[src/rtl/uart_pkg.sv]
// Shared types and default framing constants for the UART transmit scheduler.
package uart_pkg;

   typedef enum logic [1:0] {
      IDLE,
      START,
      DATA,
      STOP
   } state_t;

   localparam int DEF_OVERSAMPLE = 16;
   localparam int DEF_DATA_BITS  = 8;
   localparam int DEF_STOP_BITS  = 1;

endpackage

[src/rtl/uart_tx_scheduler_if.sv]
// Two-requester transmit handshake: level req + data in, one-clk gnt pulse out.
interface uart_tx_scheduler_if
   import uart_pkg::*;
#(
   parameter int DATA_BITS = DEF_DATA_BITS
);

   logic [1:0]           req;
   logic [DATA_BITS-1:0] data0;
   logic [DATA_BITS-1:0] data1;
   logic [1:0]           gnt;

   modport master (
      output req,
      output data0,
      output data1,
      input  gnt
   );

   modport slave (
      input  req,
      input  data0,
      input  data1,
      output gnt
   );

endinterface

[src/rtl/uart_rr_arbiter.sv]
// Two-way round-robin arbiter; last pointer moves to the winner on advance.
module uart_rr_arbiter (
   input  logic       clk,
   input  logic       reset,
   input  logic [1:0] req,
   input  logic       advance,
   output logic [1:0] gnt
);

   logic last;

   always_comb begin
      gnt = 2'b00;
      unique case (1'b1)
         (req == 2'b11): gnt = last ? 2'b01 : 2'b10;
         (req == 2'b01): gnt = 2'b01;
         (req == 2'b10): gnt = 2'b10;
         default:        gnt = 2'b00;
      endcase
   end

   // Reset to 1 so requester 0 wins the first contested round.
   always_ff @(posedge clk or posedge reset) begin
      if (reset) begin
         last <= 1'b1;
      end else if (advance) begin
         last <= gnt[1];
      end
   end

endmodule

[src/rtl/uart_tx_scheduler.sv]
// UART frame transmitter shared by two requesters under round-robin arbitration.
module uart_tx_scheduler
   import uart_pkg::*;
#(
   parameter int DATA_BITS  = DEF_DATA_BITS,
   parameter int STOP_BITS  = DEF_STOP_BITS,
   parameter int OVERSAMPLE = DEF_OVERSAMPLE
) (
   input  logic               clk,
   input  logic               reset,
   input  logic               tick,
   uart_tx_scheduler_if.slave bus,
   output logic               tx,
   output logic               busy,
   output logic               done
);

   localparam int TW = $clog2(OVERSAMPLE);
   localparam logic [TW-1:0] TICK_LAST = TW'(OVERSAMPLE - 1);
   localparam logic [2:0] DATA_LAST = 3'(DATA_BITS - 1);
   localparam logic [2:0] STOP_LAST = 3'(STOP_BITS - 1);

   state_t               state;
   logic [TW-1:0]        tick_cnt;
   logic [2:0]           bit_cnt;
   logic [DATA_BITS-1:0] shreg;
   logic [1:0]           win;
   logic                 start;
   logic                 period_end;

   assign start      = (state == IDLE) && (|bus.req);
   assign period_end = tick && (tick_cnt == TICK_LAST);

   uart_rr_arbiter u_arb (
      .clk     (clk),
      .reset   (reset),
      .req     (bus.req),
      .advance (start),
      .gnt     (win)
   );

   always_ff @(posedge clk or posedge reset) begin
      if (reset) begin
         state    <= IDLE;
         tick_cnt <= '0;
         bit_cnt  <= '0;
         shreg    <= '0;
         tx       <= 1'b1;
         busy     <= 1'b0;
         done     <= 1'b0;
         bus.gnt  <= 2'b00;
      end else begin
         bus.gnt <= 2'b00;
         done    <= 1'b0;
         if (state != IDLE && tick) begin
            tick_cnt <= period_end ? '0 : tick_cnt + 1'b1;
         end
         unique case (state)
            IDLE: begin
               if (start) begin
                  bus.gnt  <= win;
                  shreg    <= win[1] ? bus.data1 : bus.data0;
                  tx       <= 1'b0;
                  tick_cnt <= '0;
                  bit_cnt  <= '0;
                  busy     <= 1'b1;
                  state    <= START;
               end
            end
            START: begin
               if (period_end) begin
                  tx    <= shreg[0];
                  shreg <= shreg >> 1;
                  state <= DATA;
               end
            end
            DATA: begin
               if (period_end) begin
                  if (bit_cnt == DATA_LAST) begin
                     tx      <= 1'b1;
                     bit_cnt <= '0;
                     state   <= STOP;
                  end else begin
                     tx      <= shreg[0];
                     shreg   <= shreg >> 1;
                     bit_cnt <= bit_cnt + 1'b1;
                  end
               end
            end
            STOP: begin
               if (period_end) begin
                  if (bit_cnt == STOP_LAST) begin
                     bit_cnt <= '0;
                     busy    <= 1'b0;
                     done    <= 1'b1;
                     state   <= IDLE;
                  end else begin
                     bit_cnt <= bit_cnt + 1'b1;
                  end
               end
            end
            default: state <= IDLE;
         endcase
      end
   end

endmodule

[src/flat_wrapper.sv]
// flat-port wrapper written by rule: the top's interface ports become plain ports
module uart_tx_scheduler_flat import uart_pkg::*;
#(
   parameter int DATA_BITS  = DEF_DATA_BITS,
   parameter int STOP_BITS  = DEF_STOP_BITS,
   parameter int OVERSAMPLE = DEF_OVERSAMPLE
)
  (clk, reset, tick, tx, busy, done, bus_req, bus_data0, bus_data1, bus_gnt);
  uart_tx_scheduler_if #(.DATA_BITS(DATA_BITS)) bus_i ();
  input  logic clk;
  input  logic reset;
  input  logic tick;
  output logic tx;
  output logic busy;
  output logic done;
  input wire logic [$bits(bus_i.req)-1:0] bus_req;
  input wire logic [$bits(bus_i.data0)-1:0] bus_data0;
  input wire logic [$bits(bus_i.data1)-1:0] bus_data1;
  output wire logic [$bits(bus_i.gnt)-1:0] bus_gnt;
  assign bus_i.req = bus_req;
  assign bus_i.data0 = bus_data0;
  assign bus_i.data1 = bus_data1;
  assign bus_gnt = bus_i.gnt;
  uart_tx_scheduler #(.DATA_BITS(DATA_BITS), .STOP_BITS(STOP_BITS), .OVERSAMPLE(OVERSAMPLE)) u_core (.clk(clk), .reset(reset), .tick(tick), .bus(bus_i), .tx(tx), .busy(busy), .done(done));
endmodule
[config.mk]
export PLATFORM = sky130hd
export DESIGN_NAME = uart_tx_scheduler_flat
export DESIGN_NICKNAME = d
export VERILOG_FILES = /design/src/rtl/uart_pkg.sv /design/src/rtl/uart_tx_scheduler_if.sv /design/src/rtl/uart_rr_arbiter.sv /design/src/rtl/uart_tx_scheduler.sv /design/src/flat_wrapper.sv
export SDC_FILE = /design/constraint.sdc
export NUM_CORES = 1
export LEC_CHECK = 0
export CAP_MARGIN = 10
export CORE_MARGIN = 5
export CORE_UTILIZATION = 40
export DETAILED_ROUTE_END_ITERATION = 7
export HOLD_SLACK_MARGIN = 0.03
export PLACE_DENSITY_LB_ADDON = 0.3
export SLEW_MARGIN = 20
export SYNTH_ARGS = -nofsm -noshare
export SYNTH_HDL_FRONTEND = slang
export SYNTH_SLANG_ARGS = --single-unit
[constraint.sdc]
create_clock -name clk -period 1.77 [get_ports clk]
set_input_delay 0.531 -clock clk [delete_from_list [all_inputs] [get_ports clk]]
set_output_delay 0.531 -clock clk [all_outputs]
set_load 0.005 [all_outputs]
Word-level counts from Yosys, hierarchy flattened
Index checks and enable logic that the tools add are counted.
Widths: inputs -> output; s select.
{"block": "word_totals", "register_bits": 23, "input_bits": 21, "out_inout_bits": 5, "elab_cells": 80}
{"block": "classes", "add_sub_neg": 2, "eq_ne": 15, "n_mux": 39, "reduce_logical": 15}
{"operator": "$mux 8", "n": 5}
{"operator": "$pmux 8 s3", "n": 1}
{"operator": "$mux 2", "n": 9}
{"operator": "$mux 4", "n": 4}
{"operator": "$mux 3", "n": 5}
{"operator": "$ne 2x1->1 const B", "n": 6}
{"operator": "$reduce_and 4->1", "n": 3}
{"operator": "$mux 1", "n": 10}
{"operator": "$pmux 3 s3", "n": 1}
{"operator": "$eq 2x2->1 const B", "n": 4}
{"operator": "$pmux 2 s4", "n": 1}
{"operator": "$pmux 2 s3", "n": 1}
{"operator": "$reduce_and 6->1", "n": 1}
{"operator": "$reduce_bool 3->1", "n": 2}
{"operator": "$reduce_and 5->1", "n": 1}
{"operator": "$add 4x1->4 const B", "n": 1}
{"operator": "$eq 2x1->1 const B", "n": 2}
{"operator": "$eq 4x4->1 const B", "n": 1}
{"operator": "$reduce_bool 2->1", "n": 2}
{"operator": "$add 3x1->3 const B", "n": 1}
{"operator": "$eq 3x3->1 const B", "n": 1}
{"operator": "$logic_and 1x1->1", "n": 3}
{"operator": "$logic_not 3->1", "n": 1}
{"operator": "$pmux 1 s3", "n": 1}
{"operator": "4 further kinds", "n": 4}

Logic depth before layout (Yosys ltp)
Gate-level depths: netlist of the first run.
{"block": "logic_depth", "word_depth": 6, "ltp_mapped": 6, "ltp_nobuf": 6}

Hierarchy
From an unflattened synthesis of the first run, not the netlist that was laid out.
{"block": "hier_totals", "cells_unflattened": 132, "hier_area_um2": 1380.1}
{"module": "uart_tx_scheduler", "n_inst": 1, "cells_per_inst": 126, "area_per_inst_um2": 1312.5, "seq_area_each_um2": 551.8}
{"module": "uart_rr_arbiter", "n_inst": 1, "cells_per_inst": 6, "area_per_inst_um2": 67.6, "seq_area_each_um2": 26.3}

Least setup slack after synthesis of the first run
Ideal clock, no wire load.
{"block": "synth_path", "kind": "reg2reg", "start": "register u_core.state[0]", "end": "register u_core.shreg[0]", "setup_ns": 0.125, "t_arrival_ns": 1.736, "t_required_ns": 1.645, "path_slack_ns": -0.091, "path_stages_with_launch": 7, "n_path_buf": 0, "synth_period_minus_slack_ns": 1.861, "cell_sequence": "dfrtp_1 -> inv_1 -> ha_1 -> nor3b_4 -> nor2_2 -> a21oi_4 -> mux2_2"}
{"block": "synth_between", "elab_chain_len": 4, "word_cells_on_any_way": 11, "cone_classes": "eq/ne (6); mux (1); reduce/logical (4)"}
{"item": "start, declared", "line": "uart_tx_scheduler.sv:23", "text": "state_t state;"}
{"item": "start signal, assigned", "line": "uart_tx_scheduler.sv:44", "text": "state <= IDLE;"}
{"item": "start signal, assigned", "line": "uart_tx_scheduler.sv:67", "text": "state <= START;"}
{"item": "start signal, assigned", "line": "uart_tx_scheduler.sv:74", "text": "state <= DATA;"}
{"item": "$logic_not 2->1", "line": "uart_tx_scheduler.sv:31, uart_tx_scheduler.sv:58"}
{"item": "$logic_and 1x1->1", "line": "uart_tx_scheduler.sv:31", "text": "assign start = (state == IDLE) && (|bus.req);"}
{"item": "$ne 2x1->1 (no line)"}
{"item": "$reduce_and 5->1 (no line)"}
{"item": "end signal, assigned", "line": "uart_tx_scheduler.sv:62", "text": "shreg <= win[1] ? bus.data1 : bus.data0;"}
{"item": "end signal, assigned", "line": "uart_tx_scheduler.sv:73", "text": "shreg <= shreg >> 1;"}
{"item": "end signal, assigned", "line": "uart_tx_scheduler.sv:85", "text": "shreg <= shreg >> 1;"}
{"item": "end, declared", "line": "uart_tx_scheduler.sv:26", "text": "logic [DATA_BITS-1:0] shreg;"}
Several ways; a longest one is shown, not always the timed one.
A chain may end at the register's enable or synchronous reset.

Final worst setup path of the first run
{"block": "layout_path", "start": "register u_core.state[0]", "end": "register u_core.shreg[1]"}
Same word-level chain as after synthesis.

==> flow_summary.yaml, run 1 <==
run_status:
  status: "finished with violations"
  violations: "setup timing"
timing:
  setup_ws_ps: -55.2
  skew_ps: 8.79
  fin_hold_ws_ps: 532
  finalMaxSlewViolations: 0
  worst_pin_slew_ps: 322
  rsz0062_at_grt: "yes"
  setup_violations: 9
  fmax_mhz: 548
  min_period_ps: 1830
  post-route-period-util: 1.03
  hold_viol_final: 0
  max_slew_margin: 0.784
die:
  ios: 26
  die_height_um: 67.9
  die_area_mm2: 0.00462
  std_cell_rows: 21
  die_w_um: 67.9
  start_util: 0.409
  coreArea_mm2: 0.00328
logic_synthesis:
  synth_area_per_cell_um2: 10.3
  ys_ff_latch: 23
  synth_mux_area_frac: 0.174
  synth_area_leaders: "dfrtp_1 (39%), mux2_2 (9.2%), mux2i_1 (8.2%), ha_1 (7.5%), o21ai_0 (4.5%)"
  synth_top_area_frac: 0.391
  synthFlopType: "dfrtp_1"
  synthesis.area_mm2: 0.00134
  ys_types: 32
  synthSimpleGateAreaFrac: 0.142
  yosys-top-cells-count: "dfrtp_1 (21), nand2_1 (16), o21ai_0 (12)"
  synth_top_family_by_area: "multiplexers"
  synth_edf_count: 0
  synthAdderAreaFrac: 0.0746
  synth-xor-area-share: 0.0130
  netlist_instances: 130
  yosysWarnings: 0
  yosysSeqAreaShare: 0.431
  syn-num-nets: 159
  async_flop_share: 1.00
  synth-compound-area-share: 0.134
  synth_top_cell_by_area: "dfrtp_1"
  yosysMostFrequentCell: "dfrtp_1"
worst_setup_path:
  crit_family: "flip-flops"
  end_kind: "register"
  required_ps: 1990
  slowest_stage: "dfrtp_1"
  start_kind: "register"
  path_cells: "inv_2, ha_4, nor3b_4, buf_6, a211oi_4, a21oi_2, mux2_2"
  cp_max_fo: 4
  cp.arrival_ps: 2040
  cp-startpoint: "u_core.state[0]$_DFFE_PP0P_"
  slowest_delay_ps: 440
  timing.critical_path.buf_inv: 2
  critPathKind: "register to register"
  r2r-start: "u_core.state[0]$_DFFE_PP0P_"
final_layout:
  fin_area_mm2: 0.00193
  syn2layout_area_growth_pct: 43.5
  nets: 209
  drive_gt1_frac: 0.313
  n_antenna_cell: 0
  fillers: 283
drt:
  antenna_left: 0
  firstDrtPassIters: 4
  vias: 1117
  drt_wl_total_um: 3000
  wl_per_cell_um: 13.3
  viasPerCell: 4.96
  drc: 0
  drtIter0Drc: 29
placed_design:
  place_area_mm2: 0.00176
  pre_cts_slack_ps: -474
  dp_hpwl_um: 2150
  place.gp.congestion: 0.743
  numPortBuffers: 25
min_path:
  hp-start: "u_core.shreg[5]$_DFFE_PP0P_"
  min_path_type: "register to register"
clock_tree:
  clk_latency_ps: 310
  cts_tree: "built"
  hold_buffers: 0
  cts_sinks: 23
  ctsRootBufferMaster: "clkbuf_4"
  numCtsBuffers: 3
  clockBufferDepth: 2
  ctsHtreeMaxLevel: 1
  clk_pin_slew_ps: 130
power_and_ir_drop:
  power_density_mw_per_mm2: 1700
  intPower_mw: 2.04
  irDropWorstVdd_uv: 857
  clkPwrFrac: 0.074
  p_leak_nw: 0.888
  switching_power_mw: 1.25
  swShare: 0.379
  power.share.sequential: 0.285
  p_comb_frac: 0.640
global_routing:
  grt_pass1_wl_um: 4910
  grtUsageTotal: 0.138
  grt-ovfl-total: 0
  first_global_vias: 1158
  grt_max_degree: 24
  grt_antenna_before_repair: 0
flow_run:
  maxCapViolCount: 0
[final cells by class]
| cell class | instances | area, um2 | share of cell area |
|---|---|---|---|
| Multi-Input combinational cell | 97 | 810 | 0.420 |
| Sequential cell | 23 | 578 | 0.300 |
| Timing Repair Buffer | 48 | 428 | 0.222 |
| Tap cell | 46 | 57.6 | 0.0299 |
| Inverter | 7 | 26.3 | 0.0136 |
| Clock buffer | 3 | 22.5 | 0.0117 |
| Clock inverter | 1 | 5.00 | 0.00260 |
[routing by layer]
metal | share of wire | vias up | global-route usage
li1 | - | 552 | -
met1 | 0.44 | 541 | 0.168
met2 | 0.51 | 20 | 0.248
met3 | 0.035 | 4 | 0.0213
met4 | 0.012 | 0 | 0.0447
met5 | 0 | - | 0
[placed cells by master (no fill, tap or decap), drive strengths merged, types with 3 or more instances in the layout]
cell,count
nor2,6
a211oi,4
buf,22
a21oi,9
clkbuf,3
mux2i,11
clkdlybuf4s50,20
dfrtp,21
mux2,11
ha,8
nand2b,3
dlygate4sd2,4
o21ai,12
nand2,16
inv,7
[timing repair]
item,CTS,global route
gates resized for setup,17,8
buffers inserted,4,3
setup endpoints to repair,12,14
pin swaps,4,3
gates cloned,2,0
[registers in the layout, summed over array words and instances (netlist names), 2 cells and up]
signal,flops
u_core.bit_cnt,3
u_core.bus.gnt,2
u_core.shreg,8
u_core.state,2
u_core.tick_cnt,4
[through the flow]
| stage | cells | setup TNS (ps) | power, mW | utilization |
|---|---|---|---|---|
| floorplan | 130 | -277 | 2.08 | - |
| global placement | 213 | -4730 | 2.53 | 0.535 |
| detailed placement | 213 | -5320 | 2.62 | 0.535 |
| CTS | 223 | -167 | 3.15 | 0.574 |
| global route | 225 | -895 | 3.52 | 0.587 |
| finish | 225 | -300 | 3.28 | 0.587 |
[final timing paths]
path                                          endpoint  slack [ps]  cells past startpoint
min reg2reg                u_core.shreg[5]$_DFFE_PP0P_         530                      1
min in group asynchronous  u_core.bus.gnt[0]$_DFF_PP0_         550                      3
max reg2reg                u_core.shreg[1]$_DFFE_PP0P_         -60                      7
min                        u_core.shreg[5]$_DFFE_PP0P_         530                      1
max in group asynchronous        u_core.tx$_DFFE_PP1P_         940                      3
max                        u_core.shreg[1]$_DFFE_PP0P_         -60                      7
[power groups by stage]
stage | combinational, mW | sequential, mW | clock [mW]
finish | 2.10 | 0.937 | 0.244
global route | 2.29 | 0.961 | 0.269
CTS | 1.96 | 0.933 | 0.253
detailed placement | 1.69 | 0.936 | 0
global placement | 1.61 | 0.918 | 0
floorplan | 1.18 | 0.904 | 0
[cells by family (layout without fill, tap and decap cells)]
group	Yosys count	count (layout)
AO/OA/AOI/OAI	28	29
AND/OR/NAND/NOR	36	36
buffers and inverters	11	59
flip-flops	23	23
adder cells (fa/ha/maj)	8	8
multiplexers	22	22
XOR/XNOR	2	2
Power figures use the tool's default switching activity.
==> inputs of run 2 (changes only) <==
--- a/config.mk
+++ b/config.mk
@@ -5,8 +5,9 @@
 export SDC_FILE = /design/constraint.sdc
 export NUM_CORES = 1
 export LEC_CHECK = 0
+export ABC_AREA = 1
 export CAP_MARGIN = 10
-export CORE_MARGIN = 5
+export CORE_MARGIN = 2
 export CORE_UTILIZATION = 40
 export DETAILED_ROUTE_END_ITERATION = 7
 export HOLD_SLACK_MARGIN = 0.03
==> constraint.sdc (replaced) <==
create_clock -name clk -period 1.7 [get_ports clk]
set_input_delay 0.51 -clock clk [delete_from_list [all_inputs] [get_ports clk]]
set_output_delay 0.51 -clock clk [all_outputs]
set_load 0.005 [all_outputs]
==> flow_summary.yaml, run 2 <==
placed_design:
  pre_cts_slack_ps: -187
  dp_hpwl_um: 2280
  numPortBuffers: 25
  place.gp.congestion: 0.857
  place_area_mm2: 0.00181
  placed_cells: 278
timing:
  rsz0062_at_grt: "no"
  fmax_mhz: 606
  hold_viol_final: 0
  post-route-period-util: 0.970
  setup_violations: 0
  fin_setup_tns_ps: 0
  finalMaxSlewViolations: 0
  skew_ps: 5.93
  max_slew_margin: 0.807
  fin_hold_ws_ps: 477
  min_period_ps: 1650
  worst_pin_slew_ps: 289
  setup_ws_ps: 50.5
die:
  std_cell_rows: 21
  die_area_mm2: 0.00405
  start_util: 0.420
  ios: 26
  die_w_um: 63.7
  coreArea_mm2: 0.00339
  die_height_um: 63.7
worst_setup_path:
  slowest_delay_ps: 490
  timing.critical_path.buf_inv: 1
  ff2ff_path_depth: 9
  critPathKind: "register to primary output"
  rrSetupSlack_ps: 130
  end_kind: "primary output"
  cp_max_fo: 1
  path_cells: "clkdlybuf4s50_1"
  cp.arrival_ps: 1140
  rr_endpoint: "u_core.shreg[1]$_DFFE_PP0P_"
  crit_family: "buffers and inverters"
  slowest_stage: "clkdlybuf4s50_1"
  start_kind: "register"
  r2r-start: "u_core.state[1]$_DFFE_PP0P_"
  required_ps: 1190
drt:
  drt_wl_total_um: 2980
  viasPerCell: 4.56
  antenna_left: 0
  drtIter0Drc: 45
  vias: 1295
  drc: 0
  wl_per_cell_um: 10.5
  firstDrtPassIters: 4
logic_synthesis:
  yosys-top-cells-count: "nand2_1 (78), inv_1 (23), dfrtp_1 (21)"
  yosysMostFrequentCell: "nand2_1"
  synth_area_leaders: "dfrtp_1 (37%), nand2_1 (21%), ha_1 (7.0%), inv_1 (6.1%), nand3_1 (5.6%)"
  syn-num-nets: 226
  synth_edf_count: 0
  synth_top_cell_by_area: "dfrtp_1"
  yosysWarnings: 0
  async_flop_share: 1.00
  synthesis.area_mm2: 0.00142
  netlist_instances: 197
  ys_ff_latch: 23
  ys_types: 21
  yosysSeqAreaShare: 0.406
  synth_area_per_cell_um2: 7.23
  synthFlopType: "dfrtp_1"
  synth_top_area_frac: 0.369
clock_tree:
  clk_pin_slew_ps: 140
  clockBufferDepth: 2
  clk_latency_ps: 310
  ctsHtreeMaxLevel: 1
  numCtsBuffers: 3
  hold_buffers: 0
  cts_tree: "built"
  cts_sinks: 23
  ctsRootBufferMaster: "clkbuf_4"
final_layout:
  largest-register: "u_core.shreg"
  multi_input_area_um2: 746
  nets: 268
  final_cell_mix: "nand2_1 (78), inv_1 (23), clkdlybuf4s50_1 (21), dfrtp_1 (21), nand3_1 (16)"
  syn2layout_area_growth_pct: 30.8
  final_common_cell: "nand2_1"
  n_antenna_cell: 0
  register_area_um2: 578
  fin_area_mm2: 0.00186
  instances_no_fill: 284
  drive_gt1_frac: 0.126
  largest_register_ffs: 8
  largestRegisters: "u_core.shreg x8, u_core.tick_cnt x4, u_core.bit_cnt x3"
  fillers: 329
min_path:
  min_path_cells: 2
  min_path_type: "register to register"
  whs_endpoint: "u_core.tx$_DFFE_PP1P_"
  hp-start: "u_core.tx$_DFFE_PP1P_"
global_routing:
  grt_antenna_before_repair: 0
  first_global_vias: 1274
  grt-ovfl-total: 0
  grt_pass1_wl_um: 5140
  grtUsageTotal: 0.161
  grt_max_degree: 24
run_status:
  status: "finished, final reports clean"
flow_run:
  maxCapViolCount: 0
power_and_ir_drop:
  irDropWorstVdd_uv: 581
  p_leak_nw: 1.02
  power_density_mw_per_mm2: 1600
run 2: changes by cell type in the layout (fill, tap and decap cells not counted), sizes merged, moves of 5 or more:
cell	before	now
buf	22	14
inv	7	24
mux2	11	0
mux2i	11	0
nand2	16	82
nand3	1	17
nand3b	1	7
nor2	6	15
o21ai	12	7
run 2: report_power, final:
group / leakage (nW) / total [mW] / internal (mW) / switching (mW)
registers: 0.291 / 0.940 / 0.792 / 0.148
logic: 0.711 / 1.77 / 0.735 / 1.04
clock network: 0.0139 / 0.263 / 0.0896 / 0.173
total: 1.02 / 2.97 / 1.62 / 1.36
run 2: per-layer routing:
layer / global-route usage / up-vias / part of all wire
met5: 0 / - / 0
met4: 0.0625 / 0 / 0.0070
met3: 0.0304 / 2 / 0.035
met2: 0.274 / 19 / 0.48
met1: 0.201 / 575 / 0.48
li1: - / 699 / -
run 2: worst reg2reg max path: stages, from the launching register on:
cell and delay (ps):
dfrtp_1 420, inv_1 90, ha_1 210, nor2_1 160
inv_2 80, o21ai_4 100, nand2_2 110, nor2_4 210
nand2_1 70, nand2_1 60
run 2: repair_timing:
action | in CTS | in global routing
gates resized for setup | 1 | 4
pin swaps | 0 | 1
setup endpoints to repair | 1 | 14
buffers inserted | 0 | 2
run 2: worst max-delay path by stage:
stage                                     start                             to  slack (ps)  cells past startpoint
floorplan           u_core.state[0]$_DFFE_PP0P_    u_core.shreg[0]$_DFFE_PP0P_         270                      9
global placement                           tick  u_core.bit_cnt[0]$_DFFE_PP0P_        -180                      8
detailed placement                         tick  u_core.bit_cnt[0]$_DFFE_PP0P_        -190                      8
CTS                     u_core.busy$_DFFE_PP0P_                           busy           3                      1
global route        u_core.state[1]$_DFFE_PP0P_    u_core.shreg[6]$_DFFE_PP0P_           7                      9
finish                    u_core.done$_DFF_PP0_                           done          50                      1
run 2: per-stage QoR:
| stage | power, mW | utilization |
|---|---|---|
| after global routing | 3.28 | 0.550 |
| after detailed placement | 2.71 | 0.535 |
| final | 2.97 | 0.550 |
| after global placement | 2.68 | 0.535 |
| after floorplan | 2.12 | - |
| after CTS | 2.98 | 0.543 |
run 2: final cells by class:
type	instances	area share
clock buffers	3	0.0121
clock inverters	1	0.00403
inverters	24	0.0484
multi-input cells	148	0.400
flip-flops and latches	23	0.310
well taps	46	0.0309
repair buffers	39	0.194
run 2: cells by family (layout without fill, tap and decap cells):
kind of cell             Yosys count  count (layout)  share of synthesized area
buffers and inverters             26              67                     0.0703
adder cells (fa/ha/maj)            8               8                     0.0703
AO/OA/AOI/OAI                     14              14                     0.0633
flip-flops                        23              23                      0.406
AND/OR/NAND/NOR                  126             126                      0.390
